File: src/rtl/fir_pkg.sv
// Shared constants, FSM state encoding and the output round/saturate helper
// for the FIR tap reader.
package fir_pkg;

  localparam int TAPS   = 64;
  localparam int DATA_W = 16;
  localparam int ADDR_W = $clog2(TAPS);
  localparam int ACC_W  = 2 * DATA_W + ADDR_W;
  localparam int PROD_W = 2 * DATA_W;

  typedef enum logic [2:0] {
    IDLE   = 3'd0,
    RUN    = 3'd1,
    DRAIN1 = 3'd2,
    DRAIN2 = 3'd3,
    OUT    = 3'd4
  } state_e;

  localparam logic signed [ACC_W-1:0] RND_BIAS = ACC_W'(1) << (DATA_W - 2);
  localparam logic signed [ACC_W-1:0] SAT_MAX  = (ACC_W'(1) << (DATA_W - 1)) - ACC_W'(1);
  localparam logic signed [ACC_W-1:0] SAT_MIN  = -SAT_MAX - ACC_W'(1);

  // Q2.30-style accumulator back to Q1.15: round half up, then clamp.
  function automatic logic [DATA_W-1:0] round_sat(input logic signed [ACC_W-1:0] acc);
    logic signed [ACC_W-1:0] shifted;
    shifted = (acc + RND_BIAS) >>> (DATA_W - 1);
    if (shifted > SAT_MAX) begin
      round_sat = SAT_MAX[DATA_W-1:0];
    end else if (shifted < SAT_MIN) begin
      round_sat = SAT_MIN[DATA_W-1:0];
    end else begin
      round_sat = shifted[DATA_W-1:0];
    end
  endfunction

endpackage

File: src/rtl/fir_mac_dp.sv
// Multiply-accumulate datapath: registered product, accumulator with clear,
// and a rounded/saturated output register.
module fir_mac_dp
  import fir_pkg::*;
(
  input  logic              clk,
  input  logic              resetn,
  input  logic              clr_i,
  input  logic              mul_en_i,
  input  logic              acc_en_i,
  input  logic              out_en_i,
  input  logic [DATA_W-1:0] samp_i,
  input  logic [DATA_W-1:0] coef_i,
  output logic [DATA_W-1:0] y_o
);

  logic signed [PROD_W-1:0] samp_ext;
  logic signed [PROD_W-1:0] coef_ext;
  logic signed [PROD_W-1:0] prod_d;
  logic signed [PROD_W-1:0] prod_q;
  logic signed [ACC_W-1:0]  acc_d;
  logic signed [ACC_W-1:0]  acc_q;
  logic        [DATA_W-1:0] y_d;
  logic        [DATA_W-1:0] y_q;

  // Operands widened first so the full product is formed at PROD_W bits.
  assign samp_ext = {{DATA_W{samp_i[DATA_W-1]}}, samp_i};
  assign coef_ext = {{DATA_W{coef_i[DATA_W-1]}}, coef_i};

  always_comb begin
    prod_d = prod_q;
    acc_d  = acc_q;
    y_d    = y_q;
    if (mul_en_i) begin
      prod_d = samp_ext * coef_ext;
    end
    if (clr_i) begin
      acc_d = '0;
    end else if (acc_en_i) begin
      acc_d = acc_q + {{ADDR_W{prod_q[PROD_W-1]}}, prod_q};
    end
    if (out_en_i) begin
      y_d = round_sat(acc_q);
    end
  end

  always_ff @(posedge clk or negedge resetn) begin
    if (!resetn) begin
      prod_q <= '0;
      acc_q  <= '0;
      y_q    <= '0;
    end else begin
      prod_q <= prod_d;
      acc_q  <= acc_d;
      y_q    <= y_d;
    end
  end

  assign y_o = y_q;

endmodule

File: src/rtl/fir_tap_reader.sv
// Walks all taps of the delay line per start pulse, driving read strobes and
// addresses, and emits one rounded/saturated filter output per computation.
module fir_tap_reader
  import fir_pkg::*;
(
  input  logic              clk,
  input  logic              resetn,
  input  logic              start,
  output logic              samp_rd_en,
  output logic [ADDR_W-1:0] samp_addr,
  input  logic [DATA_W-1:0] samp_data,
  output logic [ADDR_W-1:0] coef_addr,
  input  logic [DATA_W-1:0] coef_data,
  output logic [DATA_W-1:0] y_out,
  output logic              y_valid,
  output logic              busy,
  output logic              overrun
);

  state_e            state_q;
  state_e            state_d;
  logic [ADDR_W-1:0] cnt_q;
  logic [ADDR_W-1:0] cnt_d;
  logic              prod_vld_q;
  logic              prod_vld_d;
  logic              overrun_q;
  logic              overrun_d;
  logic              acc_clr;
  logic              in_run;
  logic              in_drain;

  assign in_run   = (state_q == RUN);
  assign in_drain = (state_q == DRAIN1) || (state_q == DRAIN2);

  always_comb begin
    state_d = state_q;
    cnt_d   = cnt_q;
    acc_clr = 1'b0;
    case (state_q)
      IDLE: begin
        if (start) begin
          state_d = RUN;
          cnt_d   = '0;
          acc_clr = 1'b1;
        end
      end
      RUN: begin
        if (cnt_q == ADDR_W'(TAPS - 1)) begin
          state_d = DRAIN1;
          cnt_d   = '0;
        end else begin
          cnt_d = cnt_q + ADDR_W'(1);
        end
      end
      DRAIN1: state_d = DRAIN2;
      DRAIN2: state_d = OUT;
      OUT: begin
        // A start here chains the next computation without an idle gap.
        if (start) begin
          state_d = RUN;
          cnt_d   = '0;
          acc_clr = 1'b1;
        end else begin
          state_d = IDLE;
        end
      end
      default: begin
        state_d = IDLE;
        cnt_d   = '0;
      end
    endcase
  end

  assign prod_vld_d = in_run;
  assign overrun_d  = overrun_q | (start & (in_run | in_drain));

  always_ff @(posedge clk or negedge resetn) begin
    if (!resetn) begin
      state_q    <= IDLE;
      cnt_q      <= '0;
      prod_vld_q <= 1'b0;
      overrun_q  <= 1'b0;
    end else begin
      state_q    <= state_d;
      cnt_q      <= cnt_d;
      prod_vld_q <= prod_vld_d;
      overrun_q  <= overrun_d;
    end
  end

  // The accumulate lags the product register by one cycle; the final add
  // lands in DRAIN1 and DRAIN2 latches the rounded result for OUT.
  fir_mac_dp u_mac (
    .clk      (clk),
    .resetn   (resetn),
    .clr_i    (acc_clr),
    .mul_en_i (in_run),
    .acc_en_i (prod_vld_q),
    .out_en_i (state_q == DRAIN2),
    .samp_i   (samp_data),
    .coef_i   (coef_data),
    .y_o      (y_out)
  );

  assign samp_rd_en = in_run;
  assign samp_addr  = in_run ? cnt_q : '0;
  assign coef_addr  = samp_addr;
  assign y_valid    = (state_q == OUT);
  assign busy       = (state_q != IDLE);
  assign overrun    = overrun_q;

endmodule

File: config.mk
export PLATFORM = sky130hd
export DESIGN_NAME = fir_tap_reader
export DESIGN_NICKNAME = d
export VERILOG_FILES = /design/src/rtl/fir_pkg.sv /design/src/rtl/fir_mac_dp.sv /design/src/rtl/fir_tap_reader.sv
export SDC_FILE = /design/constraint.sdc
export NUM_CORES = 1
export LEC_CHECK = 0
export BUFFER_PORTS_ARGS = -buffer_cell sky130_fd_sc_hd__buf_4
export CAP_MARGIN = 15
export CORE_MARGIN = 4
export CORE_UTILIZATION = 60
export CTS_CLUSTER_DIAMETER = 60
export CTS_CLUSTER_SIZE = 25
export DETAILED_ROUTE_END_ITERATION = 10
export PLACE_DENSITY = 0.78
export SLEW_MARGIN = 20
export SYNTH_ARGS = -nofsm -noshare
export SYNTH_HDL_FRONTEND = slang
export SYNTH_SLANG_ARGS = --single-unit
File: constraint.sdc
create_clock -name clk -period 7.25 [get_ports clk]
set_input_delay 0.3625 -clock clk [delete_from_list [all_inputs] [get_ports clk]]
set_output_delay 0.3625 -clock clk [all_outputs]
set_load 0.02 [all_outputs]
==> flow_summary.ini, run 1 <==
[logic_synthesis]
synth_fp_nets = 2268
yosysMostFrequentCell = inv_1
yosysWarnings = 0
synth_edf_count = 0
yosysUniqueCellTypes = 68
syn_inst = 1849
synth-seq-cells = 97
yosysTopAreaCell = fa_1
async_flop_share_pct = 100
syn_area_um2 = 16300
ys.flop_type = dfrtp_1
synth_commonest_cells = 350 x inv_1, 263 x fa_1, 239 x nand2_1, 123 x and2_1, 121 x ha_1
synth_area_leaders = fa_1 32%, dfrtp_1 15%, ha_1 9.3%
synth.top_cell.area_share_pct = 32.4
ys_seq_area_share_pct = 14.9
avgSynthCellArea_um2 = 8.80

[worst_hold_path]
hold_path_class = input port to register

[timing]
min_period_ns = 6.19
report.final.hold_viol_count = 0
maxSlewHeadroom_pct = 46.1
fmax_mhz = 162
fin_worst_skew_ns = 0.0132
setup_viol = 0
period_share_pct = 85.4
rsz0062_at_grt = false
fin_tns_setup_ns = 0
worst-slew-pin-transition_ns = 0.809
maxSlewViolCount = 0

[clock_tree]
cts.sinks = 97
clock_latency_ns = 0.35
cts_setup_buffers = 0
clkTransAtPathRegs_ns = 0.07
hold_buffers = 1
cts_tree = done
htreeDepth = 3
clockRootBuffer = clkbuf_16
clock_tree.buffer_depth = 2
cts_resized = 0
numCtsBuffers = 9

[run]
drv_cap = 0

[floorplanning]
die_y_um = 173
dieArea_um2 = 29800
rows = 59
ios = 67
coreArea_um2 = 26400
start_util_pct = 61.7
die_x_um = 173

[setup_path]
crit_path_end_kind = register
critical_path_arrival_ns = 6.46
required_ns = 7.52
cp_max_fo = 16
worstSetupStartpointType = input port
crit_type = input port to register

[cells_and_area]
num_antenna_cells = 0
fin_nets = 2282
syn2layout_area_growth_pct = 6.10
fin_util_pct = 65.5
drive_above_1_share_pct = 5.41

[routing]
avgRoutedWirePerCell_um = 17.0
drt_wl_total_um = 37500
vias = 12389
dr.pass1.iters = 6
post-route-drc-count = 0
drt_iter0_drc = 914
via_per_inst = 5.62
ant_nets = 0

[place]
hpwl_um = 29900
gp_congestion = 0.901
port_buffers = 66

[global_routing]
grt_pass1_vias = 12891
grt_pass1_wl_um = 63400
grt_util_all_layers_pct = 25.6
grt_max_degree = 66
antenna_found_initial = 0
grt_overflow = 0

[outcome]
status = complete, no violations
## sequential cells by signal, summed over array words and instances, names as in the netlist
name	flops
state_q	3
cnt_q	6
u_mac.prod_q	32
overrun	1
prod_vld_q	1
u_mac.acc_q	38
u_mac.y_o	16
## metrics by stage
| stage | setup WS, ns | cell area, um2 | std cells | hold slack (ns) |
|---|---|---|---|---|
| 6_report | 1.06 | 17300 | 2203 | 0.299 |
| 5_1_grt | 0.698 | 17300 | 2203 | 0.302 |
| 4_1_cts | 1.07 | 17300 | 2203 | 0.293 |
| 3_5_place_dp | 0.697 | 16900 | 2186 | 0.335 |
| 3_3_place_gp | 0.812 | 16900 | 2186 | 0.327 |
| 2_1_floorplan | 0.857 | 16300 | 1849 | 0.0669 |
## final timing paths
| path | start | to | slack, ns | cells after the start |
|---|---|---|---|---|
| setup / recovery | coef_data[1] | u_mac.prod_q[31] | 1.06 | 21 |
| hold / removal | start | overrun | 0.30 | 3 |
| setup reg to reg | u_mac.acc_q[20] | u_mac.acc_q[37] | 4.03 | 10 |
| hold reg to reg | u_mac.prod_q[0] | u_mac.prod_q[0] | 0.47 | 2 |
| max in group asynchronous | resetn | u_mac.acc_q[11] | 5.60 | 3 |
| min in group asynchronous | resetn | u_mac.y_o[2] | 0.49 | 2 |
## logic make-up (layout without fill, tap and decap cells)
kind of cell / Yosys count / in the layout / synth area share [%]
AO/OA/AOI/OAI: 281 / 281 / 11.2
adder cells (fa/ha/maj): 384 / 384 / 41.7
buffers and inverters: 423 / 442 / 9.92
multiplexers: 21 / 21 / 1.29
XOR/XNOR: 79 / 79 / 4.25
AND/OR/NAND/NOR: 564 / 564 / 16.7
flip-flops: 97 / 97 / 14.9
## final cells by class
cell class              instances  area, um2
multi-input cells            1329      12200
fillers                      2192       9100
flip-flops and latches         97       2430
inverters                     352       1320
repair buffers                 74        558
well taps                     335        419
clock buffers                  11        243
clock inverters                 5       63.8
## worst max-delay path, cell delays in order
cell      delay [ns]
buf_4           0.20
nand2_1         0.17
fa_1            0.77
inv_1           0.10
fa_1            0.58
buf_4           0.23
inv_1           0.08
fa_1            0.52
fa_1            0.44
fa_1            0.51
fa_1            0.54
inv_1           0.04
ha_1            0.38
nand2_1         0.11
nor3_1          0.38
nand3_1         0.15
o2111a_1        0.29
o21ai_0         0.19
a31oi_1         0.13
xnor2_1         0.13
o21ai_0         0.14
## placed cells by master, fill, tap and decap left out, types with 4 or more instances in the layout
cell       count
a211oi_1      12
xnor2_1       44
nor4_1         4
nand2_1      239
nand3_1       34
o21a_1         5
nor2_1        73
o31ai_1        5
dfrtp_1       97
and3_1         8
mux2i_1       21
buf_4         73
nand2b_1      18
or3_1          5
and2_1       123
a31oi_1        9
o21bai_1      16
o211ai_1      20
ha_1         121
a21oi_1       78
o21ai_0       68
clkbuf_16      9
a21o_1        35
nor2b_1        4
nand4_1       12
fa_1         263
xor2_1        35
nand3b_1       5
nor3_1        22
and4_1         6
inv_1        350
## metal layers
metal  track usage (%)  vias to the layer above  wire, um
met3              3.78                       79      2200
met4              8.22                        0      1020
met2              42.9                      405     18200
li1                  -                     5855         -
met5                 0                        -         0
met1              34.8                     6050     16100
Power of run 1 is left out: the tool's default activity adds up to more than one toggle a clock period on the data nets, which glitch-free logic cannot reach.
==> run 2: changes to the inputs <==
--- a/config.mk
+++ b/config.mk
@@ -5,14 +5,15 @@
 export SDC_FILE = /design/constraint.sdc
 export NUM_CORES = 1
 export LEC_CHECK = 0
+export ABC_AREA = 1
 export BUFFER_PORTS_ARGS = -buffer_cell sky130_fd_sc_hd__buf_4
 export CAP_MARGIN = 15
 export CORE_MARGIN = 4
-export CORE_UTILIZATION = 60
+export CORE_UTILIZATION = 56
 export CTS_CLUSTER_DIAMETER = 60
 export CTS_CLUSTER_SIZE = 25
 export DETAILED_ROUTE_END_ITERATION = 10
-export PLACE_DENSITY = 0.78
+export PLACE_DENSITY = 0.73
 export SLEW_MARGIN = 20
 export SYNTH_ARGS = -nofsm -noshare
 export SYNTH_HDL_FRONTEND = slang
==> run 2 against run 1 <==
Effect of this change:
- die area up 15%
- first-iteration DRC count up 5.7%
- area after synthesis up 8.3%
- global-route usage up 2.2 points
- routed wire length up 22%
- sequential cell count unchanged
- sequential share of layout area down 1.0 points
- via count up 22%
- clock skew about the same
- cell count up 30%
- synthesized cell count up 33%
- critical path depth unchanged
- the flow now finishes with violations (hold timing)
==> flow_summary.ini, run 2 <==
[cells_and_area]
largest_register_ffs = 38
drive_above_1_share_pct = 4.86
num_antenna_cells = 0
fin_nets = 2883
largest-register = u_mac.acc_q
fillCellCount = 2885
syn2layout_area_growth_pct = 5.47
final_common_cell = nand2_1
final_cell_mix = 689 x nand2_1, 601 x inv_1, 263 x fa_1
instances_no_fill = 2865

[logic_synthesis]
yosysMostFrequentCell = nand2_1
synth_fp_nets = 2882
yosysWarnings = 0
synth-seq-cells = 97
ys_seq_area_share_pct = 13.8
async_flop_share_pct = 100
synth_edf_count = 0
syn_area_um2 = 17600
ys.flop_type = dfrtp_1
synth_commonest_cells = 689 x nand2_1, 601 x inv_1, 263 x fa_1, 172 x nor2_1, 121 x ha_1
yosysTopAreaCell = fa_1
syn_inst = 2463
yosysUniqueCellTypes = 45
synth.top_cell.area_share_pct = 29.9
avgSynthCellArea_um2 = 7.15
synth_area_leaders = fa_1 30%, nand2_1 15%, dfrtp_1 14%

[floorplanning]
ios = 67
die_x_um = 185
rows = 64
coreArea_um2 = 30800
start_util_pct = 57.2
die_y_um = 185
dieArea_um2 = 34400

[clock_tree]
htreeDepth = 3
clkTransAtPathRegs_ns = 0.07
clock_latency_ns = 0.35
cts_tree = done
cts_setup_buffers = 0
numCtsBuffers = 9
clock_tree.buffer_depth = 2
cts.sinks = 97
hold_buffers = 0
cts_resized = 0
clockRootBuffer = clkbuf_16

[worst_hold_path]
hold_path_class = input port to asynchronous set/reset pin

[routing]
drt_wl_total_um = 45700
ant_nets = 0
via_per_inst = 5.26
dr.pass1.iters = 5
vias = 15057
avgRoutedWirePerCell_um = 16.0
post-route-drc-count = 0
drt_iter0_drc = 966

[timing]
timing.hold.ws_ns = -0.0193
worst-slew-pin-transition_ns = 0.962
fin_tns_setup_ns = 0
fin_worst_skew_ns = 0.0129
maxSlewHeadroom_pct = 35.8
period_share_pct = 82.4
min_period_ns = 5.97
rsz0062_at_grt = false
fmax_mhz = 167
maxSlewViolCount = 0
report.final.hold_viol_count = 10
setup_viol = 0

[global_routing]
grt_util_all_layers_pct = 27.8
grt_max_degree = 60
grt_pass1_wl_um = 77400
antenna_found_initial = 0
grt_overflow = 0
grt_pass1_vias = 15881

[setup_path]
worstSetupStartpointType = input port
path_buf_inv = 4
cp_max_fo = 16
max_stage_delay_ns = 0.85
critical_path_arrival_ns = 6.21
crit_type = input port to register
crit_family = adder cells
crit_path_end_kind = register
worst_path_most_repeated_cell = fa_1
cpMaxStageDelayCell = fa_1
required_ns = 7.49
crit_path_cell_trace = buf_4, nand2_1, fa_1, inv_1, fa_1, fa_1, fa_1, fa_1, inv_1, fa_1, inv_1, ha_1, nand4_1, nor2_1, nand4_1, nand3_1, nand3_1, nand2_1, nand2_1, nand3_1, nand2_1

[place]
hpwl_um = 38500
dp.cells = 2849
port_buffers = 66
gp_congestion = 0.991

[outcome]
status = finished, violations left
failed_checks = hold timing

[run]
drv_cap = 0
-- run 2: cell types whose count changed in the layout (fill, tap and decap cells not counted), sizes merged, moves of 21 or more --
cell,previous run,this run
a21o,35,7
and2,123,1
inv,351,607
xnor2,44,19
mux2i,21,0
nand3,34,71
nor2,73,178
nand2,239,694
o21ai,69,103
-- run 2: cell type report --
type	instances	area (um2)	area share, %
clock buffers	10	229	1.23
multi-input cells	1681	12600	67.7
clock inverters	6	50.0	0.269
inverters	604	2270	12.2
flip-flops and latches	97	2430	13.1
repair buffers	71	533	2.87
well taps	396	495	2.67
-- run 2: through the flow --
step	instance area (um2)	utilization, %	setup slack, ns	hold slack (ns)
after floorplan	17600	-	1.18	0.0669
after global placement	18300	59.4	0.905	0.376
after detailed placement	18300	59.4	0.906	0.389
after CTS	18600	60.3	1.29	0.00240
after global routing	18600	60.3	0.893	0.0258
final	18600	60.3	1.28	-0.0193
-- run 2: per-layer routing --
layer | track usage [%] | share of wire [%]
met2 | 48.5 | 49
met4 | 10.5 | 3.7
met1 | 36.3 | 43
met5 | 0 | 0
met3 | 2.42 | 4.6
-- run 2: worst paths after layout --
check	start	to	slack, ns	depth (start not counted)
worst max-delay path	coef_data[1]	u_mac.prod_q[31]	1.28	21
worst min-delay path	resetn	u_mac.acc_q[36]	-0.02	1
worst max register to register	u_mac.prod_q[0]	u_mac.acc_q[14]	4.14	10
worst min register to register	u_mac.y_o[13]	u_mac.y_o[13]	0.49	2
max in group asynchronous	resetn	u_mac.acc_q[14]	6.13	2
min in group clk	start	overrun	0.30	2
-- run 2: cell families after synthesis --
| group | after synthesis | synth area share [%] |
|---|---|---|
| AO/OA/AOI/OAI | 248 | 7.80 |
| XOR/XNOR | 40 | 1.99 |
| adder cells (fa/ha/maj) | 384 | 38.5 |
| buffers and inverters | 685 | 14.9 |
| flip-flops | 97 | 13.8 |
| AND/OR/NAND/NOR | 1009 | 23.1 |
Power of run 2 is left out for the same reason.
==> run 3: changes to the inputs <==
==> constraint.sdc (replaced) <==
create_clock -name clk -period 5.6 [get_ports clk]
set_input_delay 0.28 -clock clk [delete_from_list [all_inputs] [get_ports clk]]
set_output_delay 0.28 -clock clk [all_outputs]
set_load 0.02 [all_outputs]
==> run 3 against run 2 <==
Effect of this change:
- the flow now finishes without violations
- non-clock buffer count increased by 105
- critical path depth increased by 1
- routed wire length increased by 0.32%
- via count increased by 3.0%
- clock-buffer cell count unchanged
- first-iteration DRC count decreased by 0.31%
- sequential cell count unchanged
- critical path type unchanged
==> flow_summary.ini, run 3 (synthesized netlist as in run 2, its figures left out) <==
[setup_path]
worst_path_most_repeated_cell = fa_1
startpoint = coef_data[15]
worstSetupStartpointType = input port
path_buf_inv = 7
crit_family = adder cells
required_ns = 5.85
max_stage_delay_ns = 0.54
r2r-start = u_mac.acc_q[0]
cpMaxStageDelayCell = fa_1
crit_type = input port to register
rrSetupSlack_ns = 2.39
critical_path_arrival_ns = 5.65
crit_path_cell_trace = buf_4, clkinvlp_4, or2_2, fa_1, inv_1, fa_1, inv_1, fa_1, inv_1, fa_1, fa_1, inv_1, fa_1, inv_1, ha_1, a21oi_2, nand2_1, a21oi_1, o211ai_1, or2_2, nand3_1, nand2_1
crit_path_end_kind = register
cp_max_fo = 7

[routing]
vias = 15503
avgRoutedWirePerCell_um = 15.4
ant_nets = 0
routed-wl-met2_um = 22800
drt_iter0_drc = 963
post-route-drc-count = 0
dr.pass1.iters = 5
via_per_inst = 5.22
met3_length_um = 1870
wl_met1_um = 19500
maxUsedRoutingLayer = met4
drt_wl_total_um = 45900

[clock_tree]
cts.sinks = 97
clockRootBuffer = clkbuf_16
htreeDepth = 3
clock_latency_ns = 0.36
cts_tree = done
clock_tree.buffer_depth = 2
numCtsBuffers = 9
clkTransAtPathRegs_ns = 0.07

[global_routing]
grt_pass1_wl_um = 76900
grt_pass1_vias = 16073
antenna_found_initial = 0
grt_overflow = 0
grt_util_all_layers_pct = 27.7
grt_max_degree = 52

[cells_and_area]
largest-register = u_mac.acc_q
final_cell_mix = 688 x nand2_1, 600 x inv_1, 261 x fa_1
instances_no_fill = 2970
drive_above_1_share_pct = 9.36
fin_area_um2 = 19500
num_antenna_cells = 0
final_common_cell = nand2_1
syn2layout_area_growth_pct = 10.6
fillCellCount = 2801
largest_register_ffs = 38
fin_nets = 2989

[floorplanning]
start_util_pct = 57.2
coreArea_um2 = 30800
die_y_um = 185
rows = 64
ios = 67
die_x_um = 185
dieArea_um2 = 34400

[place]
gp_congestion = 0.985
place_area_um2 = 19100
hpwl_um = 39200
dp.cells = 2950
port_buffers = 66
dp_slack_ns = -0.401

[timing]
rsz0062_at_grt = true
setup_viol = 0
fin_ws_ns = 0.196
fin_worst_skew_ns = 0.0161
maxSlewHeadroom_pct = 36.9
worst-slew-pin-transition_ns = 0.945
period_share_pct = 96.5
report.final.hold_viol_count = 0
fmax_mhz = 185
min_period_ns = 5.40
timing.hold.ws_ns = 0.218
maxSlewViolCount = 0

[outcome]
status = complete, no violations

[worst_hold_path]
hold_start = start
hold_path_class = input port to register

[run]
drv_cap = 0
[run 3: changes by cell type in the layout (fill, tap and decap cells not counted), sizes merged]
cell	change
buf	+104
inv	-3
bufinv	+2
clkinvlp	+2
clkinv	-1
dlygate4sd3	+1
[run 3: layout make-up]
class / instances / area [um2] / area share [%]
inverter: 604 / 2270 / 11.6
clock inverter: 5 / 85.1 / 0.436
sequential: 97 / 2430 / 12.5
timing repair buffer: 176 / 1320 / 6.79
tap: 396 / 495 / 2.54
timing repair inverter: 1 / 7.51 / 0.0385
multi-input combinational: 1681 / 12600 / 64.9
clock buffer: 10 / 239 / 1.23
[run 3: what timing repair did]
action | 4_1_cts | 5_1_grt
pin swaps | 0 | 8
gates resized for setup | 1 | 16
cloned | 0 | 1
hold buffers | 1 | 0
hold endpoints to repair | 5 | 0
setup endpoints to repair | 1 | 14
setup buffers | 0 | 3
[run 3: per-stage QoR]
stage	util (%)	setup TNS, ns
2_1_floorplan	-	-0.0213
3_3_place_gp	61.9	-1.53
3_5_place_dp	61.9	-2.43
4_1_cts	63.0	0
5_1_grt	63.2	-0.0347
6_report	63.2	0
[run 3: worst paths after layout]
check                              endpoint  cells past startpoint
max                        u_mac.prod_q[28]                     22
min                                 overrun                      2
max reg2reg                 u_mac.acc_q[14]                     10
min reg2reg                         overrun                      1
max in group asynchronous   u_mac.acc_q[13]                      3
min in group asynchronous   u_mac.acc_q[36]                      2
[run 3: routing by layer]
metal	up-vias	GRT usage (%)
li1	7527	-
met2	383	48.5
met3	110	2.44
met1	7483	36.0
met5	-	0
met4	0	10.6
Power of run 3 is left out for the same reason.
